## src/rtl/div_pkg.sv

```systemverilog
// Shared definitions for the sequential divider: FSM encoding, widths, constants.
// Pure declarations, no logic.
// Imported by div32_seq and sub33_bw.
package div_pkg;

    localparam int WIDTH = 32;
    localparam int CNT_W = 6;

    typedef enum logic [1:0] {
        IDLE    = 2'b00,
        RUN     = 2'b01,
        DONE_ST = 2'b10
    } state_t;

    // Quotient reported for a zero divisor.
    localparam logic [WIDTH-1:0] DZ_QUOT = '1;

endpackage

```

## src/rtl/sub33_bw.sv

```systemverilog
// Combinational W-bit subtractor a - b as a + ~b + 1, with borrow out.
// Zero latency; 4-bit slices with group generate/propagate look-ahead between slices.
// No flow control.
module sub33_bw
    import div_pkg::*;
#(
    parameter int W = WIDTH + 1
) (
    input  logic [W-1:0] a,
    input  logic [W-1:0] b,
    // The difference MSB is always 0 when there is no borrow, so only the low bits are returned.
    output logic [W-2:0] diff,
    output logic         borrow
);

    localparam int NS = (W + 3) / 4;

    logic [W-1:0] g;
    logic [W-1:0] p;
    logic [W:0]   c;

    assign g = a & ~b;
    assign p = a ^ ~b;

    // Carry chain: slice carry-outs from group look-ahead, in-slice carries from the slice carry-in.
    always_comb begin
        logic gg;
        logic pp;
        int   base;
        int   top;
        c    = '0;
        c[0] = 1'b1;
        for (int s = 0; s < NS; s++) begin
            base = 4 * s;
            top  = (base + 4 < W) ? base + 4 : W;
            gg   = 1'b0;
            pp   = 1'b1;
            for (int j = 0; j < 4; j++) begin
                if (base + j < W) begin
                    gg = g[base + j] | (p[base + j] & gg);
                    pp = pp & p[base + j];
                end
            end
            for (int j = 0; j < 3; j++) begin
                if (base + j + 1 < top) begin
                    c[base + j + 1] = g[base + j] | (p[base + j] & c[base + j]);
                end
            end
            c[top] = gg | (pp & c[base]);
        end
        diff   = p[W-2:0] ^ c[W-2:0];
        borrow = ~c[W];
    end

endmodule

```

## src/rtl/div32_seq.sv

```systemverilog
// Sequential unsigned restoring divider, one quotient bit per clock.
// Latency: done 33 cycles after an accepted start (WIDTH steps + completion cycle), 1 cycle for a zero divisor.
// start is ignored while busy; no queueing, no stall of the result.
module div32_seq
    import div_pkg::*;
#(
    parameter int WIDTH = div_pkg::WIDTH,
    parameter int CNT_W = div_pkg::CNT_W
) (
    input  logic             clk,
    input  logic             reset,
    input  logic             start,
    input  logic [WIDTH-1:0] dividend,
    input  logic [WIDTH-1:0] divisor,
    output logic [WIDTH-1:0] quotient,
    output logic [WIDTH-1:0] remainder,
    output logic             busy,
    output logic             done,
    output logic             dz
);

    localparam logic [CNT_W-1:0] CNT_END = CNT_W'(WIDTH);

    state_t           state;
    state_t           state_nxt;
    logic [WIDTH-1:0] rem_r;
    logic [WIDTH-1:0] q_r;
    logic [WIDTH-1:0] dvs_r;
    logic [CNT_W-1:0] cnt;
    logic             dz_r;

    logic [WIDTH:0]   partial;
    logic [WIDTH-1:0] trial;
    logic             borrow;

    // Shift the remainder/quotient pair left by one; the carried-out MSB stays in the partial remainder.
    assign partial = {rem_r, q_r[WIDTH-1]};

    sub33_bw #(
        .W(WIDTH + 1)
    ) u_sub (
        .a      (partial),
        .b      ({1'b0, dvs_r}),
        .diff   (trial),
        .borrow (borrow)
    );

    // State register.
    always_ff @(posedge clk or posedge reset) begin
        if (reset) state <= IDLE;
        else       state <= state_nxt;
    end

    // Next state: RUN ends on the completion cycle where the counter sits at WIDTH.
    always_comb begin
        state_nxt = state;
        case (state)
            IDLE:    if (start) state_nxt = RUN;
            RUN:     if (cnt == CNT_END) state_nxt = DONE_ST;
            DONE_ST: state_nxt = IDLE;
            default: state_nxt = IDLE;
        endcase
    end

    // Handshake outputs decoded from state.
    always_comb begin
        busy = (state != IDLE);
        done = (state == DONE_ST);
    end

    // Datapath: operand capture, restoring step, divide-by-zero shortcut.
    always_ff @(posedge clk or posedge reset) begin
        if (reset) begin
            rem_r <= '0;
            q_r   <= '0;
            dvs_r <= '0;
            cnt   <= '0;
            dz_r  <= 1'b0;
        end else begin
            case (state)
                IDLE: begin
                    if (start) begin
                        if (divisor == '0) begin
                            // Result is known now; park the counter at its end value so only the completion cycle follows.
                            q_r   <= WIDTH'(DZ_QUOT);
                            rem_r <= dividend;
                            dz_r  <= 1'b1;
                            cnt   <= CNT_END;
                        end else begin
                            dvs_r <= divisor;
                            rem_r <= '0;
                            q_r   <= dividend;
                            dz_r  <= 1'b0;
                            cnt   <= '0;
                        end
                    end
                end
                RUN: begin
                    if (cnt != CNT_END) begin
                        rem_r <= borrow ? partial[WIDTH-1:0] : trial;
                        q_r   <= {q_r[WIDTH-2:0], ~borrow};
                        cnt   <= cnt + CNT_W'(1);
                    end
                end
                default: ;
            endcase
        end
    end

    assign quotient  = q_r;
    assign remainder = rem_r;
    assign dz        = dz_r;

endmodule
```

## config.mk

```make
export PLATFORM = sky130hd
export DESIGN_NAME = div32_seq
export DESIGN_NICKNAME = d
export VERILOG_FILES = /design/src/rtl/div_pkg.sv /design/src/rtl/sub33_bw.sv /design/src/rtl/div32_seq.sv
export SDC_FILE = /design/constraint.sdc
export NUM_CORES = 1
export LEC_CHECK = 0
export CELL_PAD_IN_SITES_DETAIL_PLACEMENT = 1
export CELL_PAD_IN_SITES_GLOBAL_PLACEMENT = 1
export CORE_UTILIZATION = 40
export CTS_CLUSTER_SIZE = 8
export DETAILED_ROUTE_END_ITERATION = 10
export PLACE_DENSITY = 0.91
export SYNTH_ARGS = -nofsm -noshare
export SYNTH_HDL_FRONTEND = slang
export SYNTH_HIERARCHICAL = 1
export SYNTH_SLANG_ARGS = --single-unit
```

## constraint.sdc

```tcl
create_clock -name clk -period 4.2 [get_ports clk]
set_input_delay 0.42 -clock clk [delete_from_list [all_inputs] [get_ports clk]]
set_output_delay 0.42 -clock clk [all_outputs]
set_load 0.005 [all_outputs]
```

==> results of run 1 <==
[kinds of logic (layout without fill, tap and decap cells)]
kind of cell	count (synthesis)	in the layout	synth area share
buffers and inverters	130	249	0.0777
AOI/OAI and AO/OA	141	141	0.155
muxes	64	64	0.102
adders and majority gates	59	59	0.136
DFF	105	105	0.393
other	1	1	0.000561
xor gates and xnor gates	10	10	0.0131
and+or+nand+nor	180	180	0.122
[sequential cells by signal (all words and copies together), names as in the netlist]
register	cells
state	2
quotient	32
dz	1
cnt	6
dvs_r	32
remainder	32
[worst max-delay path, cell delays in order (launching register included)]
cell and delay (ps):
sky130_fd_sc_hd__dfrtp_1 430, sky130_fd_sc_hd__inv_1 70, sky130_fd_sc_hd__ha_1 310, sky130_fd_sc_hd__o21ai_1 100, sky130_fd_sc_hd__a221oi_1 440, sky130_fd_sc_hd__o31ai_1 190, sky130_fd_sc_hd__a211oi_2 370, sky130_fd_sc_hd__nor2_1 110
sky130_fd_sc_hd__fa_1 420, sky130_fd_sc_hd__fa_1 390, sky130_fd_sc_hd__fa_1 480, sky130_fd_sc_hd__inv_1 40, sky130_fd_sc_hd__mux2i_1 110, sky130_fd_sc_hd__o21ai_0 90, sky130_fd_sc_hd__o22a_1 190
[cells in the mapped netlist, types with 3 or more instances]
library cell / count
sky130_fd_sc_hd__fa_1: 23
sky130_fd_sc_hd__nand2_1: 74
sky130_fd_sc_hd__xnor2_1: 8
sky130_fd_sc_hd__buf_1: 3
sky130_fd_sc_hd__buf_2: 7
sky130_fd_sc_hd__o22a_1: 33
sky130_fd_sc_hd__a21o_1: 5
sky130_fd_sc_hd__clkbuf_1: 28
sky130_fd_sc_hd__mux2i_1: 32
sky130_fd_sc_hd__inv_1: 89
sky130_fd_sc_hd__a41oi_1: 32
sky130_fd_sc_hd__mux2_2: 29
sky130_fd_sc_hd__o21ai_1: 3
sky130_fd_sc_hd__nand4_1: 4
sky130_fd_sc_hd__nor2_1: 38
sky130_fd_sc_hd__nand3_1: 6
sky130_fd_sc_hd__nor3_1: 37
sky130_fd_sc_hd__ha_1: 36
sky130_fd_sc_hd__a21oi_1: 13
sky130_fd_sc_hd__and4_1: 3
sky130_fd_sc_hd__buf_6: 3
sky130_fd_sc_hd__mux2_1: 3
sky130_fd_sc_hd__nor4_1: 8
sky130_fd_sc_hd__dfrtp_1: 105
sky130_fd_sc_hd__o21ai_0: 39
[layout make-up]
| class | instances | area share |
|---|---|---|
| clock buffers | 12 | 0.0278 |
| clock inverters | 3 | 0.00221 |
| inverters | 89 | 0.0396 |
| multi-input cells | 455 | 0.419 |
| flip-flops and latches | 105 | 0.309 |
| well taps | 216 | 0.0318 |
| repair buffers | 145 | 0.170 |
[final timing paths]
| path | end | slack, ps | cells after the start |
|---|---|---|---|
| min in group asynchronous | cnt[2]$_DFFE_PP0P_ | 520 | 2 |
| worst min-delay path | dvs_r[11]$_DFFE_PP0P_ | 510 | 1 |
| worst max-delay path | remainder[30]$_DFFE_PP0P_ | 330 | 14 |
| worst min register to register | dvs_r[11]$_DFFE_PP0P_ | 510 | 1 |
| max in group asynchronous | dvs_r[16]$_DFFE_PP0P_ | 2810 | 3 |
| worst max register to register | remainder[30]$_DFFE_PP0P_ | 330 | 14 |
[per-layer routing]
metal,vias up,wire [µm]
met4,0,541
met5,-,0
met1,2949,8610
met2,131,10600
met3,32,706
li1,2623,-
[power by group through the flow]
stage	clock, mW	combinational, mW	sequential [mW]
after floorplan	0	3.34	2.01
after global placement	0	4.69	2.11
after detailed placement	0	5.00	2.16
after CTS	0.808	5.08	2.15
after global routing	0.843	5.61	2.23
final	0.794	5.04	2.15
[through the flow]
stage	utilization	instances	power (mW)	area, µm²	setup slack (ps)
4_1_cts	0.527	1025	8.04	8500	371
6_report	0.527	1025	7.98	8500	334
5_1_grt	0.527	1025	8.68	8500	106
3_5_place_dp	0.512	1010	7.16	8250	417
3_3_place_gp	0.512	1010	6.80	8250	504
2_1_floorplan	-	690	5.35	6680	818
[layout by cell type, fill, tap and decap left out, drive strengths merged, types with 5 or more instances in the layout]
cell           synthesis  routed
o22a                  33      33
inv                   89      89
dfrtp                105     105
ha                    36      36
clkdlybuf4s50          0     133
nor3                  38      38
mux2i                 32      32
a21o                   5       5
a21oi                 13      13
o21ai                 43      43
xnor2                  8       8
nor2                  38      38
nor4                   8       8
fa                    23      23
nand3                  6       6
buf                   13      12
clkbuf                28      12
a41oi                 32      32
nand2                 74      74
mux2                  32      32
==> results, run 1 <==
- The clock transition at the registers of the reported paths is 80 ps.
- The core region is 16,100 µm².
- The number of instances resized during post-cts repair is 0.
- The critical path in this run is classified as flop to flop.
- Before antenna repair, the detailed router went through 4 iterations.
- The via count of the first global-routing pass is 6,187.
- The total negative slack for setup checks is 0 ps.
- In this run the worst path has a maximum fanout of 5.
- Counting every net in the synthesized netlist gives 816.
- In the synthesized netlist, the number of instances is 690.
- The first-pass GRT wire length is 33.5 mm.
- The netlist uses around 50 different library cells.
- The time the final worst path needs with I/O delays and setup is 3870 ps.
- The clock share of power is 0.099.
- The final layout contains just over 900 nets.
- The reg-to-reg startpoint is quotient[31]$_DFFE_PP0P_.
- At the end of routability-driven placement, the weighted congestion stood at 0.912.
- Entering global routing, the biggest net connects 73 pins.
- The average wire per standard cell is roughly 20 µm.
- During synthesis, Yosys emitted a total of 6 warnings.
- The number of clock buffers added by TritonCTS is 9.
- In this run the clock root is driven by a sky130_fd_sc_hd__clkbuf_16.
- The run finished with clean final reports.
- In the final layout, flip-flops and latches occupy 2630 µm².
- In this run the vertical extent of the chip is 131 µm.
- The primary flip-flop cell chosen by synthesis mapping is sky130_fd_sc_hd__dfrtp_1.
- The total I/O pin count is 134.
- The tool flagged a number of max-cap violations equal to 0.
- Summing over every cut layer, the via total after detailed routing is about 5,700.
- In the synthesized netlist the async set-or-reset flop fraction comes to 1.00.
- The area added between synthesis and finish is 27.3%.
- The maximum root-to-sink buffer count is 2.
- The actual transition at the worst max-transition pin is around 670 ps.
- In this run the tool buffered the top-level ports with between 100 and 150 buffer cells.
- The maximum clock frequency is 259 MHz.
- The repair_antennas step left the layout with diodes totalling 0.
- The number of pins exceeding their max-slew limit in the final report is 0.
- Internal power comes to between 4 and 5 mW.
- The headroom to the max-slew limit is 0.551.
- In this run the post-CTS setup repair buffer count came out at 0.
- The floorplan has 46 rows.
- Setup violations remaining at the end of the flow were counted as 0.
- The start point of the critical path is quotient[31]$_DFFE_PP0P_.
- Summed over all nets, the half-perimeter wirelength after detailed placement is ~15 mm.
- The required arrival time at the worst endpoint is approximately 4400 ps.
- For this run the aggregate overflow at the end of global routing stands at 0.
- Buffers inserted to repair hold after CTS numbered 0.
- The sequential cell fraction of total power is 0.269.
- The peak supply drop is about 0.42 mV.
- For this configuration, the core starts out at a cell density of 0.415.
- Across every metal layer, demand over resource in global routing totals 0.249.
- The floorplan step defined a die boundary enclosing approximately 17,000 µm².
- The number of design-rule violations left by the first detailed-router iteration is ~280.
- For this run, global-route usage on met3 was measured as 0.0459.
- In the final layout, the multi-input gates occupy approximately 3600 µm².
- After synthesis, the mean cell area works out to 9.68 µm².
- Ranked by total cell area, the synthesized netlist is headed by sky130_fd_sc_hd__dfrtp_1 (39%), sky130_fd_sc_hd__fa_1 (6.9%), sky130_fd_sc_hd__ha_1 (6.7%).
- Hold is met by 507 ps.
- The total wire length is 20.5 mm.
- In this run the power spent charging and discharging nets is ~3.4 mW.
- The switching part of the total power is 0.425.
- The source of the worst hold timing path is dvs_r[11]$_DFFE_PP0P_.
- The share of total power dissipated in combinational logic is 0.632.
- The worst setup path is captured at a flop.
- The met1 global-route usage is 0.300.
- Synthesis inferred 105 register bits.
- The number of enable-type register cells in the synthesized netlist is 0.
- The leakage power is approximately 3.8 nW.
- The H-tree level count is 3.
- The top cell type by total area after synthesis is sky130_fd_sc_hd__dfrtp_1.
- Setup repair after global routing left no endpoint under its margin.
- The type of the most critical hold path is flop to flop.
- The number of remaining DRC errors is 0.
- For this run, global-route usage on met2 was measured as 0.443.
- The startpoint type of the worst setup path is a flop.
- The CTS tree is yes.
- The number of antenna violations at the first check in global routing is 0.
- For this run, the register share of the synthesized area comes to 0.393.
- The critical path arrival is 4100 ps.
- The clock latency on the worst-skew pair is between 300 and 400 ps.
- The synthesized netlist occupies a cell area of between 6000 and 7000 µm².
- The area share of the largest cell type after synthesis is 0.393.
- The final hold violation count was 0.
- The fraction of final layout cells with drive strength greater than 1 is 0.0791.
- The most congested layer reported by global routing is met2.
- Using the TritonRoute via totals, the vias-per-cell ratio works out to 5.60.
- The floorplan die width is ~130 µm.
- Counting every sink on the clock net gives 105.
- The power per unit of standard cell area is 939 nW/µm².
- The setup skew after layout is 16.3 ps.
- The share of the clock period used by the worst path after layout is 0.921.
- Fill cells in the final layout number 1,805.
- The remaining number of nets flagged by the antenna check after routing is 0.
Power figures use the tool's default switching activity.
==> run 2, diff against run 1 <==
Settings changed: TNS_END_PERCENT set to 5.
==> results of run 2 <==
No change in the layout: final DEF, timing and power equal those of run 1.
